[config.mk]
export PLATFORM = sky130hd
export DESIGN_NAME = lenet_frame_sequencer
export DESIGN_NICKNAME = d
export VERILOG_FILES = /design/src/rtl/lenet_frame_sequencer.sv
export SDC_FILE = /design/constraint.sdc
export NUM_CORES = 1
export LEC_CHECK = 0
export BUFFER_PORTS_ARGS = -buffer_cell sky130_fd_sc_hd__buf_2
export CORE_MARGIN = 2
export CORE_UTILIZATION = 55
export DETAILED_ROUTE_END_ITERATION = 10
export GPL_TIMING_DRIVEN = 0
export HOLD_SLACK_MARGIN = 0.1
export PLACE_DENSITY = 0.88
export SKIP_LAST_GASP = 1
export SYNTH_ARGS = -nofsm -noshare
export SYNTH_HDL_FRONTEND = slang
export SYNTH_SLANG_ARGS = --single-unit
[constraint.sdc]
create_clock -name clk -period 7.5 [get_ports clk]
set_input_delay 0.375 -clock clk [delete_from_list [all_inputs] [get_ports clk]]
set_output_delay 0.375 -clock clk [all_outputs]
set_load 0.01 [all_outputs]
[src/rtl/lenet_frame_sequencer.sv]
// Batch sequencer for a LeNet-style accelerator: resets and enables the core per frame,
// captures the final-layer scores on a ready3 rising edge and reports the argmax class.
module lenet_frame_sequencer #(
  parameter int NUM_CLASSES = 10,
  parameter int SCORE_W     = 32,
  parameter int RST_HOLD    = 2,
  parameter int TIMEOUT_CYC = 65535
) (
  input  logic                           clk,
  input  logic                           rst,
  input  logic                           start,
  input  logic [7:0]                     num_frames,
  input  logic                           ready3,
  input  logic [NUM_CLASSES*SCORE_W-1:0] scores,
  output logic                           acc_en,
  output logic                           acc_rst_n,
  output logic [3:0]                     class_id,
  output logic signed [SCORE_W-1:0]      max_score,
  output logic                           class_valid,
  output logic                           timeout_err,
  output logic [7:0]                     frame_cnt,
  output logic                           busy,
  output logic                           done
);

  localparam int TMO_W = (TIMEOUT_CYC > 1) ? $clog2(TIMEOUT_CYC) : 1;

  typedef enum logic [2:0] {
    S_IDLE, S_PRE_RST, S_RUN, S_SCAN, S_REPORT, S_EN_OFF, S_DONE
  } state_t;

  state_t state, next_state;

  logic [3:0]       hold_cnt;
  logic [TMO_W-1:0] tmo_cnt;
  logic             r3_prev;
  logic             tmo_flag;
  logic [3:0]       idx;
  logic [7:0]       num_q;

  logic [NUM_CLASSES*SCORE_W-1:0] scores_p0;
  logic signed [SCORE_W-1:0]      best_p1;
  logic [3:0]                     best_idx_p1;

  logic acc_en_d, acc_rst_n_d, busy_d, done_d;
  logic start_ok, r3_rise, hold_last, tmo_hit, scan_last;

  function automatic logic signed [SCORE_W-1:0] score_at(
    input logic [NUM_CLASSES*SCORE_W-1:0] vec,
    input logic [3:0]                     sel
  );
    return vec[int'(sel)*SCORE_W +: SCORE_W];
  endfunction

  function automatic logic [7:0] sat_inc8(input logic [7:0] v);
    return (v == 8'hFF) ? v : v + 8'd1;
  endfunction

  assign start_ok  = start && (num_frames != 8'd0);
  assign r3_rise   = (state == S_RUN) && ready3 && !r3_prev;
  assign hold_last = (hold_cnt == 4'(RST_HOLD - 1));
  assign tmo_hit   = (tmo_cnt == TMO_W'(TIMEOUT_CYC - 1));
  assign scan_last = (idx == 4'(NUM_CLASSES - 1));

  // Outputs are registered from next_state so they line up with the state exactly
  // while still resetting to all-zero.
  always_ff @(posedge clk or posedge rst) begin
    if (rst) begin
      state     <= S_IDLE;
      acc_en    <= 1'b0;
      acc_rst_n <= 1'b0;
      busy      <= 1'b0;
      done      <= 1'b0;
    end else begin
      state     <= next_state;
      acc_en    <= acc_en_d;
      acc_rst_n <= acc_rst_n_d;
      busy      <= busy_d;
      done      <= done_d;
    end
  end

  always_comb begin
    next_state = state;
    unique case (state)
      S_IDLE:    if (start) next_state = (num_frames != 8'd0) ? S_PRE_RST : S_DONE;
      S_PRE_RST: if (hold_last) next_state = S_RUN;
      S_RUN: begin
        if (r3_rise)      next_state = S_SCAN;
        else if (tmo_hit) next_state = S_REPORT;
      end
      S_SCAN:    if (scan_last) next_state = S_REPORT;
      S_REPORT:  next_state = S_EN_OFF;
      S_EN_OFF:  next_state = (frame_cnt < num_q) ? S_PRE_RST : S_DONE;
      S_DONE:    next_state = S_IDLE;
      default:   next_state = S_IDLE;
    endcase
  end

  always_comb begin
    acc_en_d    = 1'b0;
    acc_rst_n_d = 1'b1;
    busy_d      = 1'b1;
    done_d      = 1'b0;
    case (next_state)
      S_IDLE:                  busy_d      = 1'b0;
      S_PRE_RST:               acc_rst_n_d = 1'b0;
      S_RUN, S_SCAN, S_REPORT: acc_en_d    = 1'b1;
      S_DONE:                  done_d      = 1'b1;
      default: ;
    endcase
  end

  // Outside RUN the edge register is held high, so a ready3 already high on RUN entry
  // cannot be mistaken for a rising edge.
  always_ff @(posedge clk or posedge rst) begin
    if (rst) begin
      hold_cnt <= 4'd0;
      tmo_cnt  <= '0;
      r3_prev  <= 1'b1;
      tmo_flag <= 1'b0;
      idx      <= 4'd0;
      num_q    <= 8'd0;
    end else begin
      hold_cnt <= (state == S_PRE_RST) ? hold_cnt + 4'd1 : 4'd0;
      tmo_cnt  <= (state == S_RUN) ? tmo_cnt + TMO_W'(1) : '0;
      r3_prev  <= (state == S_RUN) ? ready3 : 1'b1;
      if (state == S_RUN) tmo_flag <= !r3_rise && tmo_hit;
      if (r3_rise)
        idx <= 4'd1;
      else if (state == S_SCAN)
        idx <= idx + 4'd1;
      if (state == S_IDLE && start_ok) num_q <= num_frames;
    end
  end

  // Stage p0: score capture at the ready3 edge; stage p1: running argmax.
  always_ff @(posedge clk) begin
    if (r3_rise) begin
      scores_p0   <= scores;
      best_p1     <= score_at(scores, 4'd0);
      best_idx_p1 <= 4'd0;
    end else if (state == S_SCAN) begin
      if (score_at(scores_p0, idx) > best_p1) begin
        best_p1     <= score_at(scores_p0, idx);
        best_idx_p1 <= idx;
      end
    end
  end

  always_ff @(posedge clk or posedge rst) begin
    if (rst) begin
      class_id    <= 4'd0;
      max_score   <= '0;
      class_valid <= 1'b0;
      timeout_err <= 1'b0;
      frame_cnt   <= 8'd0;
    end else begin
      class_valid <= (state == S_REPORT);
      timeout_err <= (state == S_REPORT) && tmo_flag;
      if (state == S_IDLE && start_ok) frame_cnt <= 8'd0;
      if (state == S_REPORT) begin
        frame_cnt <= sat_inc8(frame_cnt);
        if (tmo_flag) begin
          class_id  <= 4'hF;
          max_score <= '0;
        end else begin
          class_id  <= best_idx_p1;
          max_score <= best_p1;
        end
      end
    end
  end

endmodule
-- Word level (Yosys, flattened, before mapping)
Cells that the tools add are included.
- logic and storage cells: 84
- output and inout port bits: 50
- register bits: 443
- input bits: 332
- reductions and logical operators: 18
- $lt $le $gt $ge: 2
- shift-type cells: 1
- multiplexer cells: 25
- equality and inequality tests: 15
- add/subtract/negate cells: 4
- operator list (operator ; count):
    variable part select 320 x 10 -> 32 bit ; 1
    two-way mux 32 bit ; 4
    greater-than comparator 32 bit ; 1
    two-way mux 8 bit ; 3
    two-way mux 3 bit ; 7
    one-hot mux 3 bit (6 select lines) ; 1
    adder 16 x 1 -> 16 bit, second input constant ; 1
    equality test 16 bit, second input constant ; 1
    two-way mux 16 bit ; 1
    two-way mux 4 bit ; 4
    equality test 3 x 2 -> 1 bit, second input constant ; 4
    equality test 3 bit, second input constant ; 4
    adder 4 x 1 -> 4 bit, second input constant ; 2
    adder 8 x 1 -> 8 bit, second input constant ; 1
    equality test 8 bit, second input constant ; 1
    < comparator 8 bit ; 1
    nonzero test 8 bit ; 1
    equality test 3 x 1 -> 1 bit, second input constant ; 2
    logical AND 1 bit ; 6
    zero test 3 bit ; 2
    AND reduction 2 bit ; 3
    nonzero test 2 bit ; 3
    two-way mux 1 bit ; 5
    equality test 4 x 1 -> 1 bit, second input constant ; 1
    4 further kinds ; 5

-- Logic depth before layout (Yosys ltp)
- depth after elaboration: 8
- depth in mapped cells: 14
- depth with buffers taken out: 12

-- Worst setup path after synthesis
No wires, ideal clock.
- path kind: register to register
- from: register idx[0]
- to: register best_p1[0], enable pin
- data required time: 7.125 ns
- path slack: 3.395 ns
- setup time: 0.375 ns
- data arrival time: 3.730 ns
- cell stages (with the launch flop): 14
- period minus slack after synthesis: 4.105 ns
- buffers on the path: 2
- cells stage by stage: dfrtp_1 -> buf_2 -> buf_2 -> mux4_2 -> a22oi_1 -> o21ai_0 -> ha_1 -> nand4_1 -> nor4_2 -> o21ai_1 -> a31oi_1 -> nor3_1 -> a211oi_2 -> or2_2
- longest elaborated chain between the ends: 4
- RTL lines (element ; RTL line ; text):
    from (decl) ; 38 ; logic [3:0] idx;
    from (signal assigned) ; 132 ; idx <= idx + 4'd1;
    variable part select 320 x 10 -> 32 bit ; 52 ; return vec[int'(sel)*SCORE_W +: SCORE_W];
    greater-than comparator 32 bit ; 144 ; if (score_at(scores_p0, idx) > best_p1) begin
    nonzero test 2 bit (no source line) ; - ;
    AND reduction 2 bit (no source line) ; - ;
    to (signal assigned) ; 141 ; best_p1 <= score_at(scores, 4'd0);
    to (signal assigned) ; 145 ; best_p1 <= score_at(scores_p0, idx);
    to (decl) ; 42 ; logic signed [SCORE_W-1:0] best_p1;
No other way between the ends.
A chain may end at the register's enable or synchronous reset.

-- Worst setup path after layout
- from: register idx[3]
- to: register best_p1[2], enable pin
Same word-level chain as after synthesis.

==> results.ini <==
[route]
via_per_inst=6.11
drt_iter0_drc=1742
drt_wl_total_mm=66.0
vias=14800
wl_per_cell_um=27.2
route.detailed.drc=0
firstDrtPassIters=8
ant_nets=0

[synthesis]
synthCells=1186
synth_nets=1564
syn_avg_cell_area_um2=15.4
ys_seq_elements=443
netlist_area_um2=18300
synth_warnings=0
ys_types=54
yosys.area.top_type=edfxtp_1
yosysSeqAreaShare_pct=70.3
synthArstFlopShare_pct=19.6
synth_edf_count=352
synth_area_leaders=edfxtp_1 58%, dfrtp_1 12%, mux4_2 7.9%, ha_1 3.2%, nor2_1 2.7%
synthDominantCellAreaShare_pct=57.9
synth_top_flop_cell=edfxtp_1

[timing]
skew_ns=0.0297
worst_slew_pin_slew_ns=1.16
hold_violations=0
maxSlewViolCount=0
fin_crit_sh_pct=86.5
fmax_mhz=154
setup_viol=0
period_minus_slack_ns=6.49
slew_headroom_pct=22.8
grt_setup_unrepaired=false
finalSetupTns_ns=0

[global_routing]
grtUsageTotal_pct=38.1
antenna_found_initial=2
grt_max_degree=133
overflow=0
grt_pass1_vias=15500
grt_pass1_wl_mm=94.2

[final_layout]
final_util_pct=78.4
n_fill_cell=1611
most-common-layout-cells=399 x buf_2, 352 x edfxtp_1, 330 x dlygate4sd3_1, 132 x nor2_1, 104 x nand2_1
design_area_um2=25600
final_cells=2429
multi_input_area_um2=4970
layout.area.seq_um2=12800
nets=2324
area_growth_pct=40.1
final_common_cell=buf_2
drive_gt1_share_pct=29.0

[power]
cellLeakagePower_nw=10.4
seq_power_share_pct=38.1
switching_share_pct=35.5
p_sw_w=0.00311
p_clk_share_pct=26.4
intPower_w=0.00566
power_frac_comb_pct=35.5
ir_drop_v=0.000263
power-per-cell-area_nw_per_um2=343

[floorplan]
core_area_um2=32600
die_x_um=186
io_pins=382
start_util_pct=56.0
die-area_um2=34700
die_h_um=186
rows=66

[cts]
cts_hold_buf=328
insertion_delay_ns=0.56
root_buffer=clkbuf_16
clk_path_buf_depth=3
cts_buffers=44
htree_levels=2
cts_resized=0
clkSlewWorstSetupHoldPaths_ns=0.06
cts_setup_buffers=0
cts_tree=done
clock_sinks=443

[critical_path]
crit_path_end_kind=flip-flop
critPathRequiredTime_ns=7.66
r2r_slack_ns=1.01
path_max_fanout=32
critPathLaunchType=flip-flop
regToRegStartpoint=idx[3]$_DFFE_PP0P_
critical_path_class=flip-flop to flip-flop
critPathArrivalTime_ns=6.64
rr_endpoint=best_p1[2]$_DFFE_PP_
r2r_cells=12

[outcome]
outcome=completed

[placement]
dp_cells=2012
placed_area_um2=20800
gp_congestion=0.848
place.detailed.hpwl_mm=34.7
io_buffers=381

[hold_path]
hold_path.class=input port to asynchronous set/reset pin

[flow_run]
drv_cap=0

[cell usage after synthesis, drive strengths merged (2+ instances only)]
cell and count:
mux4 64, mux2 34, or3b 2, nand2b 5
a22oi 33, and2 2, a211oi 3, inv 55
a31oi 2, dfxtp 4, mux2i 4, or2 3
and4 2, a21oi 22, nor4 4, nand4 16
xnor2 7, clkbuf 34, nor3 3, edfxtp 352
nand2 104, a21o 7, ha 46, nand3 11
xor2 15, o21ai 55, o31ai 34, dfrtp 86
buf 23, nor2 132, and3 6, or3 2
[flip-flops by register name (all words and copies together), names as in the netlist, 3 cells and up]
| signal | count |
|---|---|
| scores_p0 | 320 |
| class_id | 4 |
| best_idx_p1 | 4 |
| num_q | 8 |
| best_p1 | 32 |
| state | 3 |
| idx | 4 |
| frame_cnt | 8 |
| max_score | 32 |
| hold_cnt | 4 |
| tmo_cnt | 16 |
[power groups by stage]
stage | clock, W | combinational [W] | sequential (W)
after floorplan | 0 | 0.00177 | 0.00333
after detailed placement | 0 | 0.00271 | 0.00334
after global routing | 0.00239 | 0.00328 | 0.00336
after CTS | 0.00223 | 0.00287 | 0.00329
after global placement | 0 | 0.00258 | 0.00334
final | 0.00231 | 0.00311 | 0.00334
[per-stage QoR]
| step | power [W] | hold WS [ns] | worst slack [ns] |
|---|---|---|---|
| 3_3_place_gp | 0.00592 | 0.441 | 1.16 |
| 6_report | 0.00877 | 0.458 | 1.01 |
| 4_1_cts | 0.00839 | 0.100 | 1.15 |
| 5_1_grt | 0.00903 | 0.498 | 0.883 |
| 3_5_place_dp | 0.00605 | 0.453 | 1.16 |
| 2_1_floorplan | 0.00511 | 0.431 | 3.39 |
[routing by layer]
layer,up-vias,GRT usage [%],wire [um]
li1,5982,-,-
met4,0,26.9,5480
met3,354,9.31,6930
met2,1396,64.4,32500
met1,7102,42.7,21100
met5,-,0,0
[how the worst max path moves through the flow]
stage,cells past startpoint,from,slack [ns],endpoint
2_1_floorplan,13,idx[0]$_DFFE_PP0P_,3.39,best_p1[0]$_DFFE_PP_
3_3_place_gp,13,idx[1]$_DFFE_PP0P_,1.16,best_p1[14]$_DFFE_PP_
3_5_place_dp,13,idx[1]$_DFFE_PP0P_,1.16,best_p1[16]$_DFFE_PP_
4_1_cts,13,idx[1]$_DFFE_PP0P_,1.15,best_p1[6]$_DFFE_PP_
5_1_grt,13,idx[1]$_DFFE_PP0P_,0.88,best_p1[1]$_DFFE_PP_
6_report,12,idx[3]$_DFFE_PP0P_,1.01,best_p1[2]$_DFFE_PP_
[area by class of cell]
class | count | share of cell area [%]
multi-input combinational | 630 | 19.4
inverter | 56 | 0.832
buffer | 57 | 0.998
clock buffer | 66 | 4.83
antenna | 6 | 0.0587
clock inverter | 15 | 0.822
sequential | 443 | 50.2
tap | 442 | 2.16
timing repair buffer | 714 | 20.7
[cells by family (layout without fill, tap and decap cells)]
kind of cell,Yosys count,count (layout),share of synthesized area [%]
AOI/OAI and AO/OA,162,162,5.76
adders and majority gates,46,46,3.15
xor gates and xnor gates,22,22,1.06
DFF,443,443,70.3
other,0,6,0
muxes,102,102,10.2
buffers and inverters,113,908,2.51
and+or+nand+nor,298,298,7.03
[critical path, stage by stage, from the launching register on]
cell and delay [ns]:
dfrtp_1 0.41, clkinv_1 0.47, nor2_1 0.58, clkbuf_1 0.68, a22oi_1 0.19, o21ai_0 0.56, ha_1 0.40, a21oi_1 0.17
nor2_1 0.05, a2111oi_0 0.86, a31oi_1 0.31, a211oi_2 0.60, or2_2 0.82
Note: power is estimated with default switching activity, not from simulation.
